--- src/rtl/branch_redirect_ctrl.sv ---
// branch_redirect_ctrl
// Turns EX-stage taken branch/jal decisions into a PC redirect plus pipeline squash.
// A redirect fires in the same cycle when fetch is ready; otherwise the target is held
// and the front end frozen until fetch_ready_i rises. After every redirect, FETCH_LAT
// cycles of in-flight fetch are squashed through IF/ID.
//
// Ports
//   clk_i            clock, all state on rising edge
//   rst_ni           synchronous active-low reset
//   taken_type_i     00 not taken, 01 branch taken, 10 jal taken, 11 illegal
//   ex_valid_i       EX holds a valid instruction
//   target_pc_i      resolved target from EX
//   stall_i          pipeline-wide stall, EX contents held
//   fetch_ready_i    IF can accept a redirect this cycle
//   redirect_valid_o PC mux selects redirect_pc_o
//   redirect_pc_o    redirect address
//   flush_ifid_o     squash IF/ID
//   flush_idex_o     squash ID/EX
//   stall_req_o      freeze IF..EX while a redirect waits for fetch
//   busy_o           controller is holding or draining
//   br_cnt_o         saturating count of accepted taken branches
//   jal_cnt_o        saturating count of accepted taken jals
//   illegal_seen_o   sticky: taken_type 11 seen with ex_valid in idle
module branch_redirect_ctrl #(
  parameter int unsigned XLEN      = 32,
  parameter int unsigned FETCH_LAT = 1,
  parameter int unsigned CNT_W     = 16
) (
  input  logic             clk_i,
  input  logic             rst_ni,
  input  logic [1:0]       taken_type_i,
  input  logic             ex_valid_i,
  input  logic [XLEN-1:0]  target_pc_i,
  input  logic             stall_i,
  input  logic             fetch_ready_i,
  output logic             redirect_valid_o,
  output logic [XLEN-1:0]  redirect_pc_o,
  output logic             flush_ifid_o,
  output logic             flush_idex_o,
  output logic             stall_req_o,
  output logic             busy_o,
  output logic [CNT_W-1:0] br_cnt_o,
  output logic [CNT_W-1:0] jal_cnt_o,
  output logic             illegal_seen_o
);

  typedef enum logic [1:0] {StIdle, StHold, StDrain} state_e;

  localparam logic [1:0] TypeBr      = 2'b01;
  localparam logic [1:0] TypeJal     = 2'b10;
  localparam logic [1:0] TypeIllegal = 2'b11;

  localparam logic [2:0] DrainLoad = 3'(FETCH_LAT);
  // With no fetch latency a redirect returns straight to idle.
  localparam state_e AfterRedirect = (FETCH_LAT > 0) ? StDrain : StIdle;

  state_e           state_q, state_d;
  logic [2:0]       drain_q, drain_d;
  logic [XLEN-1:0]  hold_pc_q, hold_pc_d;
  logic [CNT_W-1:0] br_q, br_d;
  logic [CNT_W-1:0] jal_q, jal_d;
  logic             ill_q, ill_d;

  logic accept;
  logic rv, fi, fx, sr;

  assign accept = ex_valid_i && !stall_i &&
                  ((taken_type_i == TypeBr) || (taken_type_i == TypeJal));

  always_comb begin
    state_d       = state_q;
    drain_d       = drain_q;
    hold_pc_d     = hold_pc_q;
    br_d          = br_q;
    jal_d         = jal_q;
    ill_d         = ill_q;
    rv            = 1'b0;
    fi            = 1'b0;
    fx            = 1'b0;
    sr            = 1'b0;
    redirect_pc_o = target_pc_i;

    unique case (state_q)
      StIdle: begin
        if (ex_valid_i && (taken_type_i == TypeIllegal)) begin
          ill_d = 1'b1;
        end
        if (accept) begin
          if ((taken_type_i == TypeBr) && (br_q != '1)) begin
            br_d = br_q + 1'b1;
          end
          if ((taken_type_i == TypeJal) && (jal_q != '1)) begin
            jal_d = jal_q + 1'b1;
          end
          if (fetch_ready_i) begin
            rv      = 1'b1;
            fi      = 1'b1;
            fx      = 1'b1;
            state_d = AfterRedirect;
            drain_d = DrainLoad;
          end else begin
            sr        = 1'b1;
            hold_pc_d = target_pc_i;
            state_d   = StHold;
          end
        end
      end

      StHold: begin
        // EX is frozen by stall_req, so its inputs are not trusted here.
        redirect_pc_o = hold_pc_q;
        if (fetch_ready_i) begin
          rv      = 1'b1;
          fi      = 1'b1;
          fx      = 1'b1;
          state_d = AfterRedirect;
          drain_d = DrainLoad;
        end else begin
          sr = 1'b1;
        end
      end

      StDrain: begin
        fi = 1'b1;
        if (drain_q <= 3'd1) begin
          state_d = StIdle;
          drain_d = 3'd0;
        end else begin
          drain_d = drain_q - 3'd1;
        end
      end

      default: begin
        state_d = StIdle;
        drain_d = 3'd0;
      end
    endcase
  end

  // Strobes are forced low while reset is asserted, independent of state.
  assign redirect_valid_o = rst_ni & rv;
  assign flush_ifid_o     = rst_ni & fi;
  assign flush_idex_o     = rst_ni & fx;
  assign stall_req_o      = rst_ni & sr;
  assign busy_o           = rst_ni & (state_q != StIdle);
  assign br_cnt_o         = br_q;
  assign jal_cnt_o        = jal_q;
  assign illegal_seen_o   = ill_q;

  always_ff @(posedge clk_i) begin
    if (!rst_ni) begin
      state_q   <= StIdle;
      drain_q   <= 3'd0;
      hold_pc_q <= '0;
      br_q      <= '0;
      jal_q     <= '0;
      ill_q     <= 1'b0;
    end else begin
      state_q   <= state_d;
      drain_q   <= drain_d;
      hold_pc_q <= hold_pc_d;
      br_q      <= br_d;
      jal_q     <= jal_d;
      ill_q     <= ill_d;
    end
  end

endmodule

--- config.mk ---
export PLATFORM = sky130hd
export DESIGN_NAME = branch_redirect_ctrl
export DESIGN_NICKNAME = d
export VERILOG_FILES = /design/src/rtl/branch_redirect_ctrl.sv
export SDC_FILE = /design/constraint.sdc
export NUM_CORES = 1
export LEC_CHECK = 0
export CAP_MARGIN = 20
export CORE_ASPECT_RATIO = 0.9
export CORE_UTILIZATION = 43
export CTS_CLUSTER_DIAMETER = 120
export DETAILED_ROUTE_END_ITERATION = 8
export PLACE_DENSITY = 0.73
export RECOVER_POWER = 25
export SLEW_MARGIN = 20
export SYNTH_ARGS = -nofsm -noshare
export SYNTH_HDL_FRONTEND = slang
export SYNTH_SLANG_ARGS = --single-unit
--- constraint.sdc ---
create_clock -name clk_i -period 2.3 [get_ports clk_i]
set_clock_uncertainty 0.05 [all_clocks]
set_input_delay 0.46 -clock clk_i [delete_from_list [all_inputs] [get_ports clk_i]]
set_output_delay 0.46 -clock clk_i [all_outputs]
set_load 0.1 [all_outputs]
# Yosys cells after proc, flatten, opt, wreduce, memory -nomap -nowiden
# Cells that the tools add are included.
word_totals:
  regBits: 70
  latch_bits: 0
  mem_bits_rw: 0
  romBits: 0
  in_bits: 39
  out_inout_bits: 70
  elab_cells: 56
  memories: 0
op_classes:
  n_addsub: 3
  n_mul: 0
  n_div: 0
  magnitude_cmp: 1
  n_eq_ne: 10
  shift: 0
  muxes: 17
  bitwise: 5
  n_reduce_logical: 14
ops:
  columns: ["operator", "n"]
  rows:
  - ["$add 16x1->16 const B", 2]
  - ["$mux 32", 1]
  - ["$ne 16x16->1 const B", 2]
  - ["$reduce_and 3->1", 4]
  - ["$mux 3", 3]
  - ["$pmux 3 s3", 1]
  - ["$mux 2", 4]
  - ["$eq 2x2->1 const B", 3]
  - ["$ne 2x2->1 const B", 3]
  - ["$pmux 2 s3", 1]
  - ["$logic_and 1x1->1", 5]
  - ["$and 1x1->1", 4]
  - ["$eq 2x1->1 const B", 2]
  - ["$mux 1", 4]
  - ["$pmux 1 s2", 2]
  - ["$le 3x1->1 const B", 1]
  - ["$pmux 1 s3", 1]
  - ["$sub 3x1->3 const B", 1]
  - ["$logic_not 2->1", 1]
  - ["$reduce_and 2->1", 1]
  - ["$reduce_bool 2->1", 1]
  - ["$logic_not 1->1", 1]
  - ["$logic_or 1x1->1", 1]
  - ["$not 1->1", 1]

# Longest topological paths before layout
logic_depth:
  word_depth: 6
  ltp_mapped: 8
  depth_no_buf: 6

# Worst setup path before layout
# Ideal clock, no wire load.
synth_timing:
  kind: "input -> output"
  from: "input port taken_type_i[0]"
  to: "output port redirect_valid_o"
  arrival_ns: 5.099
  required_time_ns: 1.790
  setup_slack_ns: -3.309
  stages: 6
  n_path_buf: 1
  cell_sequence: "inv_1 > ha_1 > nor3b_1 > nor2_1 > nor4b_1 > buf_4"
synth_via:
  elab_chain_len: 6
  elab_cells_between_ends: 7
  classes_between: "eq/ne: 2; mux: 2; bitwise: 1; reduce/logical: 2"
synth_lines:
  columns: ["element", "line_no", "text"]
  rows:
  - ["from (decl)", "31", "input logic [1:0] taken_type_i,"]
  - ["$eq 2x1->1 or $eq 2x2->1 (tied branches)", "68", "((taken_type_i == TypeBr) || (taken_type_i == TypeJal));"]
  - ["$logic_or 1x1->1 (*)", "68", null]
  - ["$logic_and 1x1->1 (*)", "67", "assign accept = ex_valid_i && !stall_i &&"]
  - ["$mux 1 (*)", null, null]
  - ["$pmux 1 s2 (*)", null, null]
  - ["$and 1x1->1 (*)", null, null]
  - ["to (decl)", "36", "output logic redirect_valid_o,"]
# Mark *: on every way between the ends. The rest lies on a longest branch, timed or not.

# Worst setup path in the final report
layout_timing:
  from: "input port taken_type_i[1]"
  to: "output port redirect_valid_o"
layout_via:
  elab_chain_len: 6
  elab_cells_between_ends: 7
  classes_between: "eq/ne: 2; mux: 2; bitwise: 1; reduce/logical: 2"
layout_lines:
  columns: ["element", "line_no", "text"]
  rows:
  - ["$eq 2x1->1 or $eq 2x2->1 (tied branches)", "68", null]
  - ["$logic_or 1x1->1 (*)", "68", null]
  - ["$logic_and 1x1->1 (*)", "67", null]
  - ["$mux 1 (*)", "88", "if (accept) begin"]
  - ["$pmux 1 s2 (*)", "83", "unique case (state_q)"]
  - ["$and 1x1->1 (*)", "141", "assign redirect_valid_o = rst_ni & rv;"]
# Marked as above.

==> metrics.md <==
| Metric | Value |
|---|---|
| Post-synth net total | `468` |
| Worst Hold Class | `flip-flop to flip-flop` |
| I/O pin count | `109` |
| Post-layout nets | `602` |
| Die H | `88.33 µm` |
| Worst Setup Start Kind | `primary input` |
| Commonest non-fill, non-tap cells in the layout | `nand2_1 (85), buf_4 (69), a21oi_1 (57)` |
| Core area | `8029 µm²` |
| Cell area after synthesis | `3561 µm²` |
| Rel. slew slack | `0.5634` |
| First-pass GRT wire length | `16.02 mm` |
| Design Area, Final | `5655 µm²` |
| Die ar. | `8650 µm²` |
| Routed Wire Length | `10.19 mm` |
| Clk slew on worst S/H paths | `0.07 ns` |
| Share of cells above drive strength 1 | `0.3612` |
| Initial antenna violation count | `1` |
| Synth unique cells | `47` |
| Vias per cell | `5.669` |
| Root Driver | `clkbuf_8` |
| Crit path largest cell delay | `0.27 ns` |
| Status | `finished with violations` |
| Setup TNS | `0 ns` |
| Place WS | `-0.5700 ns` |
| Cell Pwr Density | `545.1 nW/µm²` |
| Async set-reset flop share out of synthesis | `0` |
| Final setup fails | `0` |
| Maximum vdd drop | `0.4225 mV` |
| Initial DRC Count | `152` |
| Critical Path, Cell by Cell | `buf_8, ha_4, nor3b_4, nor2_4, nor4b_4, buf_4, buf_12` |
| Leak | `2.120 nW` |
| Slowest cell on crit path | `nor3b_4` |
| Row count | `31` |
| Max_cap viols | `0` |
| Period minus WS final | `2.293 ns` |
| Crit path kind | `primary input to primary output` |
| Post-synth EDFFs | `0` |
| Die width | `97.93 µm` |
| Synth-to-Final Area Change | `58.82%` |
| Vias in the first global route | `3420` |
| DR WL/cell | `15.39 µm` |
| H-Tree Depth | `3` |
| Initial core utilization | `0.4435` |
| Initial DRT Pass Iterations | `7` |
| Max-slew violation count | `0` |
| Core Util, Final | `0.7044` |
| Final setup margin | `0.006746 ns` |
| Seq/Total Area, Yosys | `0.3935` |
| CP Data Required Time | `1.79 ns` |
| Crit. End Element | `primary output` |
| TritonCTS Buffers | `9` |
| Post-Syn Instances | `423` |
| Final Cycle Share | `0.9971` |
| Total gr overflow | `0` |
| Clock buffer depth | `2` |
| Fin. Hold Viols | `0` |
| Synth warn | `0` |
| Overall routing resource usage | `0.2306` |
| Primary FF master, synth | `dfxtp_1` |
| CTS tree | `yes` |
| Yosys reg bits | `70` |
| Failing checks | `DRC` |
| CP arrival | `1.78 ns` |
| Worst-Skew Late Latency | `0.35 ns` |
| Peak Freq | `436.1 MHz` |
| Clk sinks | `70` |
| DRC | `7` |
| Unrepaired setup endpoints after global routing | `yes` |
| Via count | `3753` |
| Final ANT Viol Nets | `0` |
| Syn Area/Cell | `8.418 µm²` |
| Crit-path max FO | `3` |
| Cell Area, Placed | `5349 µm²` |
| Largest net degree at the start of global routing | `33` |
| Dpl hpwl | `7.051 mm` |
| Most common cell after layout, fill and taps aside | `nand2_1` |
| Worst Tran Pin Value | `0.6489 ns` |
| GPL Wtd Cong | `0.7970` |
| Port Buffers | `108` |
==> critical path, delay by kind of cell <==
family	cells	cell delay (ns)
buf+inv	3	0.45
simple gates	3	0.62
fa+ha+maj	1	0.24
==> sequential cells by signal (all words and copies together), names as in the netlist <==
register,cells
jal_cnt_o,16
state_q,2
br_cnt_o,16
hold_pc_q,32
drain_q,3
illegal_seen_o,1
==> metal layers <==
layer  wire length [µm]  global-route usage
met1               4391              0.2827
met2               5039              0.3937
met3                639             0.06714
met4                119             0.07576
met5                  0                   0
==> synthesized netlist by cell type, types with 2 or more instances <==
| master | count | area (µm²) |
|---|---|---|
| inv_1 | 9 | 33.78 |
| nand4_1 | 12 | 75.07 |
| clkbuf_1 | 16 | 60.06 |
| a211oi_1 | 2 | 15.01 |
| buf_2 | 4 | 20.02 |
| or3_1 | 3 | 18.77 |
| a21oi_1 | 57 | 285.3 |
| buf_6 | 2 | 22.52 |
| a31oi_1 | 2 | 12.51 |
| o31ai_1 | 14 | 105.1 |
| or4_1 | 15 | 112.6 |
| nand3_1 | 9 | 45.04 |
| o21ai_0 | 6 | 30.03 |
| nand2_1 | 86 | 322.8 |
| or3_4 | 2 | 22.52 |
| or3b_2 | 2 | 17.52 |
| mux2i_1 | 5 | 50.05 |
| o41ai_1 | 5 | 43.79 |
| and3_1 | 6 | 37.54 |
| nor3_1 | 6 | 30.03 |
| nor4_1 | 7 | 43.79 |
| nand4b_1 | 2 | 17.52 |
| dfxtp_1 | 70 | 1401 |
| ha_1 | 6 | 75.07 |
| nand2b_1 | 6 | 37.54 |
| buf_1 | 3 | 11.26 |
| mux2_2 | 32 | 360.4 |
| nor2_1 | 9 | 33.78 |
| or4b_1 | 3 | 30.03 |
| nor4b_1 | 2 | 17.52 |
| and4_1 | 4 | 35.03 |
==> stage by stage <==
stage	total power [mW]	hold WS, ns	cells
4_1_cts	3.095	0.4070	657
5_1_grt	3.191	0.4219	662
3_3_place_gp	2.015	0.3886	639
6_report	3.083	0.4023	662
2_1_floorplan	1.703	0.3838	423
3_5_place_dp	2.023	0.3961	639
==> final timing paths <==
check | startpoint | to | slack [ns] | cells past startpoint
worst min register to register | hold_pc_q[16]$_SDFFE_PN0P_ | hold_pc_q[16]$_SDFFE_PN0P_ | 0.40 | 2
worst min-delay path | hold_pc_q[16]$_SDFFE_PN0P_ | hold_pc_q[16]$_SDFFE_PN0P_ | 0.40 | 2
worst max-delay path | taken_type_i[1] | redirect_valid_o | 0.007 | 7
worst max register to register | state_q[1]$_SDFFE_PN0P_ | br_cnt_o[11]$_SDFFE_PN0P_ | 0.26 | 5
==> cells by family (layout without fill, tap and decap cells) <==
family | Yosys count | count (layout) | share of synthesized area
compound gates | 95 | 95 | 0.1599
buf+inv | 36 | 175 | 0.04462
fa+ha+maj | 6 | 6 | 0.02108
other cells | 0 | 1 | 0
simple gates | 179 | 179 | 0.2656
mux | 37 | 37 | 0.1153
flops | 70 | 70 | 0.3935
==> repair_timing <==
item / 4_1_cts / 5_1_grt
gates resized for setup: 14 / 6
setup buffers: 2 / 2
cloned: 0 / 2
pin swaps: 4 / 5
endpoints found under the setup margin: 83 / 38
hold buffers: 0 / 0
==> report_power, final <==
group	internal (mW)	switching, mW	total, mW
clock network	0.616	0.460	1.08
registers	1.23	0.0105	1.24
logic	0.309	0.462	0.771
total	2.15	0.932	3.08
==> final cells by class <==
type	count	area, µm²
fill	590	2374
multi-input combinational	317	2092
timing repair buffer	149	1739
sequential	70	1439
clock buffer	13	178.9
tap	99	123.9
clock inverter	3	40.04
inverter	10	40.04
antenna	1	2.502
No activity file was read; power rests on OpenSTA's default activity.
